==> src/rtl/pixel_unpack.sv <==
// pixel_unpack: splits each accepted WORD_W-bit word into LANES = WORD_W/PIX_W
// pixels, emitted one per accepted pixel transfer, in either lane order.
//
// Handshake: a word transfer happens on a cycle where in_valid && in_ready.
// A pixel transfer happens on a cycle where out_valid && out_ready. A producer
// holds valid and its payload until the transfer happens. in_ready is also
// high on the final lane while out_ready is high, so a new word can load with
// no bubble.
//
// Optional feature: define PIXEL_UNPACK_COUNT_EN to add the 32-bit pix_count
// output. It counts pixel transfers and clears on the cycle after an out_last
// transfer. Without the macro, that port and its logic do not exist.
//
// WORD_W must be an integer multiple of PIX_W, and LANES must be >= 2.
// dbg_state exposes the FSM state (0 = IDLE, 1 = SHIFT) so checkers can bind to it.
module pixel_unpack #(
  parameter int WORD_W = 32,
  parameter int PIX_W  = 8
) (
  input  logic              clk,
  input  logic              rst,
  input  logic              msb_first,
  input  logic              in_valid,
  input  logic [WORD_W-1:0] in_word,
  input  logic              in_last,
  output logic              in_ready,
  output logic              out_valid,
  output logic [PIX_W-1:0]  out_pix,
  output logic              out_last,
  input  logic              out_ready,
`ifdef PIXEL_UNPACK_COUNT_EN
  output logic [31:0]       pix_count,
`endif
  output logic              dbg_state
);

  localparam int LANES = WORD_W / PIX_W;
  localparam int IDX_W = (LANES > 1) ? $clog2(LANES) : 1;
  localparam logic [IDX_W-1:0] LAST_IDX = IDX_W'(LANES - 1);

  typedef enum logic {
    ST_IDLE  = 1'b0,
    ST_SHIFT = 1'b1
  } state_t;

  state_t              state_q, state_d;
  logic [WORD_W-1:0]   word_q;
  logic                last_q;
  logic                msb_q;
  logic [IDX_W-1:0]    idx_q;
  logic [IDX_W-1:0]    lane_sel;
  logic                word_xfer;
  logic                pix_xfer;
  logic                at_last_lane;

  assign at_last_lane = (idx_q == LAST_IDX);
  assign word_xfer    = in_valid && in_ready;
  assign pix_xfer     = out_valid && out_ready;
  assign dbg_state    = state_q;

  // State register.
  always_ff @(posedge clk) begin
    if (rst) state_q <= ST_IDLE;
    else     state_q <= state_d;
  end

  // Next-state logic: load a word from IDLE; leave SHIFT after the last lane
  // unless a new word is reloaded in the same cycle.
  always_comb begin
    state_d = state_q;
    case (state_q)
      ST_IDLE:  if (word_xfer) state_d = ST_SHIFT;
      ST_SHIFT: if (pix_xfer && at_last_lane && !word_xfer) state_d = ST_IDLE;
      default:  state_d = ST_IDLE;
    endcase
  end

  // Handshake outputs. All of them are masked while reset is asserted.
  always_comb begin
    in_ready  = 1'b0;
    out_valid = 1'b0;
    out_last  = 1'b0;
    if (state_q == ST_SHIFT) begin
      out_valid = 1'b1;
      out_last  = last_q && at_last_lane;
      in_ready  = at_last_lane && out_ready;
    end else begin
      in_ready  = 1'b1;
    end
    if (rst) begin
      in_ready  = 1'b0;
      out_valid = 1'b0;
      out_last  = 1'b0;
    end
  end

  // Held word, flags and lane index. They stay frozen unless a transfer occurs.
  // In IDLE the word and index are kept, so out_pix keeps showing the last lane.
  always_ff @(posedge clk) begin
    if (rst) begin
      word_q <= '0;
      last_q <= 1'b0;
      msb_q  <= 1'b0;
      idx_q  <= '0;
    end else if (word_xfer) begin
      word_q <= in_word;
      last_q <= in_last;
      msb_q  <= msb_first;
      idx_q  <= '0;
    end else if (pix_xfer && !at_last_lane) begin
      idx_q  <= idx_q + 1'b1;
    end
  end

  // Lane select. It uses only registered state, so msb_first changes after
  // accept have no effect on the held word.
  always_comb begin
    lane_sel = msb_q ? (LAST_IDX - idx_q) : idx_q;
    out_pix  = '0;
    for (int l = 0; l < LANES; l++) begin
      if (lane_sel == IDX_W'(l)) out_pix = word_q[l*PIX_W +: PIX_W];
    end
  end

`ifdef PIXEL_UNPACK_COUNT_EN
  logic [31:0] cnt_q;
  logic        clr_q;

  assign pix_count = cnt_q;

  // Pixel transfer counter. It clears one cycle after an out_last transfer,
  // and a pixel transferred in that same cycle starts the new count.
  always_ff @(posedge clk) begin
    if (rst) begin
      cnt_q <= '0;
      clr_q <= 1'b0;
    end else begin
      clr_q <= pix_xfer && out_last;
      if (clr_q)         cnt_q <= pix_xfer ? 32'd1 : 32'd0;
      else if (pix_xfer) cnt_q <= cnt_q + 32'd1;
    end
  end
`endif

endmodule

==> config.mk <==
export PLATFORM = sky130hd
export DESIGN_NAME = pixel_unpack
export DESIGN_NICKNAME = d
export VERILOG_FILES = /design/src/rtl/pixel_unpack.sv
export SDC_FILE = /design/constraint.sdc
export NUM_CORES = 1
export LEC_CHECK = 0
export BUFFER_PORTS_ARGS = -buffer_cell sky130_fd_sc_hd__buf_2
export CORE_MARGIN = 5
export CORE_UTILIZATION = 45
export DETAILED_ROUTE_END_ITERATION = 10
export MAX_ROUTING_LAYER = met4
export PLACE_DENSITY = 0.81
export SYNTH_ARGS = -nofsm -noshare
export SYNTH_HDL_FRONTEND = slang
export SYNTH_SLANG_ARGS = --single-unit
==> constraint.sdc <==
create_clock -name clk -period 2.94 [get_ports clk]
set_input_delay 0.441 -clock clk [delete_from_list [all_inputs] [get_ports clk]]
set_output_delay 0.441 -clock clk [all_outputs]
set_load 0.02 [all_outputs]
Word level (Yosys, flattened, before mapping)
Cells that the tools add are included.

storage, ports and cells
  bits in registers = 37
  output and inout bits = 12
  word-level logic and storage cells = 37

operators by class
  add/sub/neg operators = 2
  equal/unequal tests = 4
  muxes and demuxes = 14
  bitwise logic cells = 1
  reduce and logical (&&, ||, !) cells = 11

operator list
  kind                                            number
  two-way mux 8 bit                               4
  two-way mux 1 bit                               8
  logical AND 1 bit                               7
  == test 2 bit (second input constant)           3
  adder 2 x 1 -> 2 bit (second input constant)    1
  == test 2 x 1 -> 1 bit (second input constant)  1
  logical NOT 1 bit                               2
  logical NOT 2 bit                               1
  two-way mux 2 bit                               1
  one-hot mux 1 bit (2 select lines)              1
  OR reduction 2 bit                              1
  subtractor 2 bit (first input constant)         1
  inverter 1 bit                                  1

Logic depth before layout (Yosys ltp)
Gate-level depths: netlist of the first run.

  word-level depth = 9
  depth in mapped cells = 6
  gate-level depth less buffers = 4

Least setup slack after synthesis of the first run
Ideal clock, no wire load.

  path kind = register to output
  start = register msb_q
  end = output out_pix[0]
  arrival = 1.430 ns
  required time = 2.499 ns
  setup slack = 1.069 ns
  cell stages (with the launch flop) = 4
  buffers on the path = 1
  path through = dfxtp_1 > buf_4 > xor2_2 > mux4_1

on the way
  word-level cells in the longest chain between the ends = 6
  elaborated cells between the ends (all ways) = 9
  those cells by class = eq/ne: 3; mux: 5; reduce/logical: 1

RTL lines
  item                            RTL line  source
  start, declared                 49        logic msb_q;
  start signal, assigned          108       msb_q <= msb_first;
  two-way mux 2 bit *             118       lane_sel = msb_q ? (LAST_IDX - idx_q) : idx_q;
  logical NOT 2 bit               121       if (lane_sel == IDX_W'(l)) out_pix = word_q[l*PIX_W +: PIX_W];
  two-way mux 8 bit (3 in a row)  121
  two-way mux 8 bit *             121
  end, declared                   28        output logic [PIX_W-1:0] out_pix,

Mark *: on every way between the ends. The rest lies on a longest branch, timed or not.

Final worst setup path of the first run
Ends and elaborated chain as after synthesis.

==> flow_summary.toml, run 1 <==
[clock_tree]
cts.root.buffer_cell = "clkbuf_8"
clkTransAtPathRegs_ns = 0.06
cts_tree = "done"
htreeDepth = 2
clk_path_buf_depth = 2
clk_latency_ns = 0.28
post_cts_resize_count = 0
cts_setup_buffers = 0
ctsHoldBuffers = 0
cts_made_buffers = 5
numClockSinks = 37

[synthesis]
synth_top_family_by_area = "multiplexers"
async_flop_share_pct = 0
synthSimpleGateAreaFrac_pct = 15.3
avgSynthCellArea_sq_um = 12.6
synthXorXnorAreaFrac_pct = 4.01
synth_compound_area_share_pct = 0.645
synth_top_flop_cell = "dfxtp_1"
yosys_warnings = 0
synth_fa_ha_area_share_pct = 0.717
muxShareOfSynthArea_pct = 33.0
synth-seq-cells = 37
synthTopCellsByCount = "dfxtp_1, mux2_2, nor2b_1, mux4_2, and2b_1"
netlist_area_sq_um = 1750
synth_cell_types = 22
synth_top_area_share_pct = 42.4
synth_edf_count = 0
synth_nets = 178
postSynthCellCount = 139
synth_area_leader_cell = "dfxtp_1"
ys_seq_area_share_pct = 42.4
synth_most_common_cell = "dfxtp_1"
synth.area.top_cells = "dfxtp_1, mux2_2, nor2b_1"

[power_and_ir_drop]
seq_power_share_pct = 51.4
sw_frac_of_total_pct = 23.5
power.switching_uw = 254
power.density_nw_per_um2 = 519
p_leak_uw = 0.000951
intPower_uw = 826
combPwrFrac_pct = 16.9
irDropWorstVdd_mv = 0.317
clkPwrFrac_pct = 31.7

[critical_path]
end_kind = "output port"
arrival_ns = 1.97
crit_fanout = 5
start_kind = "register"
worst-setup-path-type = "reg -> out"
required_ns = 2.50

[route]
met2_length_mm = 1.51
wl_met3_um = 250
wl_met1_mm = 1.32
vias = 1145
first_pass_iters = 2
viasPerCell = 4.87
wl_per_cell_um = 13.3
ant_nets = 0
wirelength_mm = 3.12
route.detailed.drc = 0
first_iter_violations = 35
top_layer = "met4"

[floorplanning]
fp.dieW_um = 72.3
io_pins = 50
initial_core_util_pct = 47.0
rows = 22
die-area_sq_um = 5220
die_h_um = 72.3
design.core.area_sq_um = 3720

[layout]
areaGrowthSynthToFinish_pct = 19.3
design_area_sq_um = 2080
antenna_cells = 0
utilization_pct = 56.0
fillers = 344
nets = 226
drive_gt1_share_pct = 53.5
fin_cells = 235

[grt]
grt_max_degree = 41
grt_pass1_wl_mm = 5.34
grtUsageTotal_pct = 13.7
antenna_found_initial = 0
overflow = 0
grt_pass1_vias = 1207

[place]
dp.cells = 228
place_congestion = 0.645
place.detailed.hpwl_mm = 2.28
io_buffer_count = 49
dpl_cell_area_sq_um = 2000

[sta]
grt_setup_unrepaired = "no"
period_share_pct = 82.0
maxSlewViolCount = 0
worst_pin_slew_ns = 0.687
slew_headroom_pct = 54.2
final.setup.tns_ns = 0
fin_skew_ns = 0.00219
fmax_ghz = 0.415
setup_viol = 0
finalHoldViolations = 0
min_period_ns = 2.41

[flow_run]
cap_violations = 0

[status]
status = "finished, final reports clean"

[min_path]
hp-class = "in -> reg"
## cell type report
class	count	area, sq um	area share, %
clock buffers	7	86.3	4.15
multi-input cells	93	942	45.3
flip-flops and latches	37	741	35.6
well taps	48	60.1	2.88
repair buffers	50	253	12.1
## per-stage QoR
step                      power, uW  setup slack (ns)  hold WS (ns)
after floorplan                 700              1.07         0.538
after CTS                      1110             0.459         0.361
after global placement          747             0.844         0.560
final                          1080             0.529         0.378
after global routing           1140             0.357         0.368
after detailed placement        752             0.792         0.569
## power by group through the flow
| stage | Combinational [uW] | Sequential, uW | Clock (uW) |
|---|---|---|---|
| 2_1_floorplan | 140 | 560 | 0 |
| 3_3_place_gp | 182 | 565 | 0 |
| 3_5_place_dp | 185 | 567 | 0 |
| 4_1_cts | 186 | 556 | 364 |
| 5_1_grt | 201 | 560 | 381 |
| 6_report | 182 | 555 | 343 |
## registers in the layout, summed over array words and instances, names as in the netlist
register   cells
idx_q          2
word_q        32
dbg_state      1
last_q         1
msb_q          1
## kinds of logic after synthesis
logic type | Yosys count
muxes | 43
and+or+nand+nor | 43
DFF | 37
buffers and inverters | 9
xor gates and xnor gates | 5
AOI/OAI and AO/OA | 1
adders and majority gates | 1
## path summary, 6_finish.rpt
path | from | to | slack (ns) | cells past startpoint
setup / recovery | msb_q | out_pix[0] | 0.53 | 3
hold / removal | in_word[15] | word_q[15] | 0.38 | 2
setup reg to reg | idx_q[1] | word_q[13] | 1.00 | 5
hold reg to reg | word_q[15] | word_q[15] | 0.59 | 2
## cell usage in the layout, fill, tap and decap left out, types with 2 or more instances in the layout
master	instances
and2b_1	4
buf_2	49
clkbuf_8	6
xor2_1	2
mux2_2	33
nor3_1	2
nor2_1	3
dfxtp_1	37
mux4_2	7
nor2b_1	31
## worst max-delay path, stage by stage, from the launching register on
cell and delay [ns]:
dfxtp_1 0.54, xor2_2 0.36, mux4_1 0.61, buf_2 0.18
## metal layers
layer / track usage (%) / up-vias
li1: - / 572
met1: 15.2 / 532
met2: 22.8 / 38
met3: 5.54 / 3
met4: 3.76 / 0
met5: - / -
Power figures use the tool's default switching activity.
==> run 2, diff against run 1 <==
--- a/config.mk
+++ b/config.mk
@@ -10,7 +10,7 @@
 export CORE_UTILIZATION = 45
 export DETAILED_ROUTE_END_ITERATION = 10
 export MAX_ROUTING_LAYER = met4
-export PLACE_DENSITY = 0.81
+export PLACE_DENSITY = 0.83
 export SYNTH_ARGS = -nofsm -noshare
 export SYNTH_HDL_FRONTEND = slang
 export SYNTH_SLANG_ARGS = --single-unit
==> constraint.sdc (replaced) <==
create_clock -name clk -period 2.1 [get_ports clk]
set_input_delay 0.315 -clock clk [delete_from_list [all_inputs] [get_ports clk]]
set_output_delay 0.315 -clock clk [all_outputs]
set_load 0.02 [all_outputs]
==> run 2 against run 1 <==
Net effect: sequential share of layout area is 2.1 points lower; global-route usage fell by 0.090 points; sequential cell count unchanged; final area up 7.0%; power is 43% higher; utilization up 3.9 points; die area is the same; wire length grew 4.7%; clock power increased by 36%; non-clock buffer count rose by 10; first-iteration DRC count is 49% higher; cell count increased by 4.7%; largest power group unchanged.
==> flow_summary.toml, run 2 (same netlist as run 1, synthesis figures left out) <==
[clock_tree]
clkTransAtPathRegs_ns = 0.07
clk_latency_ns = 0.28
ctsHoldBuffers = 0
htreeDepth = 2
numClockSinks = 37
cts_made_buffers = 5
clk_path_buf_depth = 2
cts_tree = "done"
cts.root.buffer_cell = "clkbuf_8"

[route]
first_pass_iters = 4
first_iter_violations = 52
vias = 1169
wl_met3_um = 297
viasPerCell = 4.75
met2_length_mm = 1.51
wirelength_mm = 3.27
wl_met1_mm = 1.43
wl_per_cell_um = 13.3
ant_nets = 0
route.detailed.drc = 0
top_layer = "met4"

[layout]
top_register = "word_q"
layout_common_cells = "buf_2, dfxtp_1, mux2_2"
drive_gt1_share_pct = 56.6
areaGrowthSynthToFinish_pct = 27.7
antenna_cells = 0
reg_top3 = "word_q: 32 flops, idx_q: 2 flops"
nets = 236
fillers = 305
largest_reg_flops = 32
fin_cells = 246
layout_commonest_cell = "buf_2"

[power_and_ir_drop]
p_leak_uw = 0.00101
power.switching_uw = 377
seq_power_share_pct = 50.1
power.total_uw = 1550
combPwrFrac_pct = 19.9
clkPwrFrac_pct = 30.0
irDropWorstVdd_mv = 0.459
sw_frac_of_total_pct = 24.3
intPower_uw = 1170
power.density_nw_per_um2 = 695

[critical_path]
worst-setup-path-type = "reg -> out"
slowest_stage = "mux4_2"
crit_fanout = 4
required_ns = 1.78
cp_slowest_stage_delay_ns = 0.48
start_kind = "register"
critical_path.top_delay_family = "multiplexers"
path_cells = "buf_12 > xor2_4 > buf_4 > mux4_2 > buf_2"
end_kind = "output port"
arrival_ns = 1.78
path_buf_inv = 3

[sta]
setup_viol = 0
finalHoldViolations = 0
grt_setup_unrepaired = "yes"
min_period_ns = 2.10
fin_skew_ns = 0.00410
fmax_ghz = 0.477
worst_pin_slew_ns = 0.332
period_share_pct = 99.9
maxSlewViolCount = 0
whs_ns = 0.243
slew_headroom_pct = 77.8

[grt]
overflow = 0
grt_max_degree = 23
antenna_found_initial = 0
grt_pass1_wl_mm = 5.34
grt_pass1_vias = 1246
grtUsageTotal_pct = 13.6

[min_path]
hp-class = "in -> reg"

[place]
place_congestion = 0.738
io_buffer_count = 49
place.detailed.hpwl_mm = 2.35
dp.cells = 233

[floorplanning]
fp.dieW_um = 72.3
design.core.area_sq_um = 3720
rows = 22
die-area_sq_um = 5220
io_pins = 50
die_h_um = 72.3
initial_core_util_pct = 47.0

[status]
status = "finished, final reports clean"

[flow_run]
cap_violations = 0
## run 2: layer usage
metal  vias up  GRT usage (%)
li1        591              -
met1       535           15.5
met2        41           21.9
met3         2           5.82
met4         0           3.76
met5         -              -
## run 2: worst reg2reg max path: stages (launching register included)
cell	delay [ns]
dfxtp_1	0.52
ha_1	0.27
a21boi_2	0.09
nor3b_2	0.20
buf_4	0.29
mux2_2	0.37
## run 2: repair_timing
action | CTS | global route
resized for setup | 4 | 10
buffers inserted | 0 | 5
setup endpoints to repair | 4 | 5
pin swaps | 0 | 2
hold endpoints to repair | 0 | 0
## run 2: metrics by stage
stage | TNS [ns] | worst slack [ns] | utilization, % | instance area [sq um]
floorplan | 0 | 0.355 | - | 1750
finish | 0 | 0.00150 | 60.0 | 2230
detailed placement | 0 | 0.200 | 54.7 | 2030
global route | -0.241 | -0.0567 | 60.0 | 2230
global placement | 0 | 0.215 | 54.7 | 2030
CTS | 0 | 0.00376 | 57.4 | 2130
## run 2: power groups by stage
stage / Sequential, uW / Clock, uW / Combinational, uW
final: 776 / 465 / 309
after global routing: 781 / 524 / 335
after CTS: 777 / 493 / 276
after detailed placement: 791 / 0 / 272
after global placement: 789 / 0 / 267
after floorplan: 784 / 0 / 196
## run 2: worst paths after layout
| kind | slack, ns | start | depth (start not counted) | endpoint |
|---|---|---|---|---|
| setup / recovery | 0.001 | msb_q | 5 | out_pix[7] |
| hold / removal | 0.24 | in_word[15] | 2 | word_q[15] |
| setup reg to reg | 0.26 | idx_q[1] | 5 | word_q[25] |
| hold reg to reg | 0.59 | word_q[18] | 2 | word_q[18] |
## run 2: area by class of cell
type                            count  area [sq um]  area share, %
Sequential cell                    37           746           33.5
Tap cell                           48          60.1           2.70
Clock buffer                        8          80.1           3.59
Timing Repair Buffer               60           382           17.1
Multi-Input combinational cell     93           961           43.1
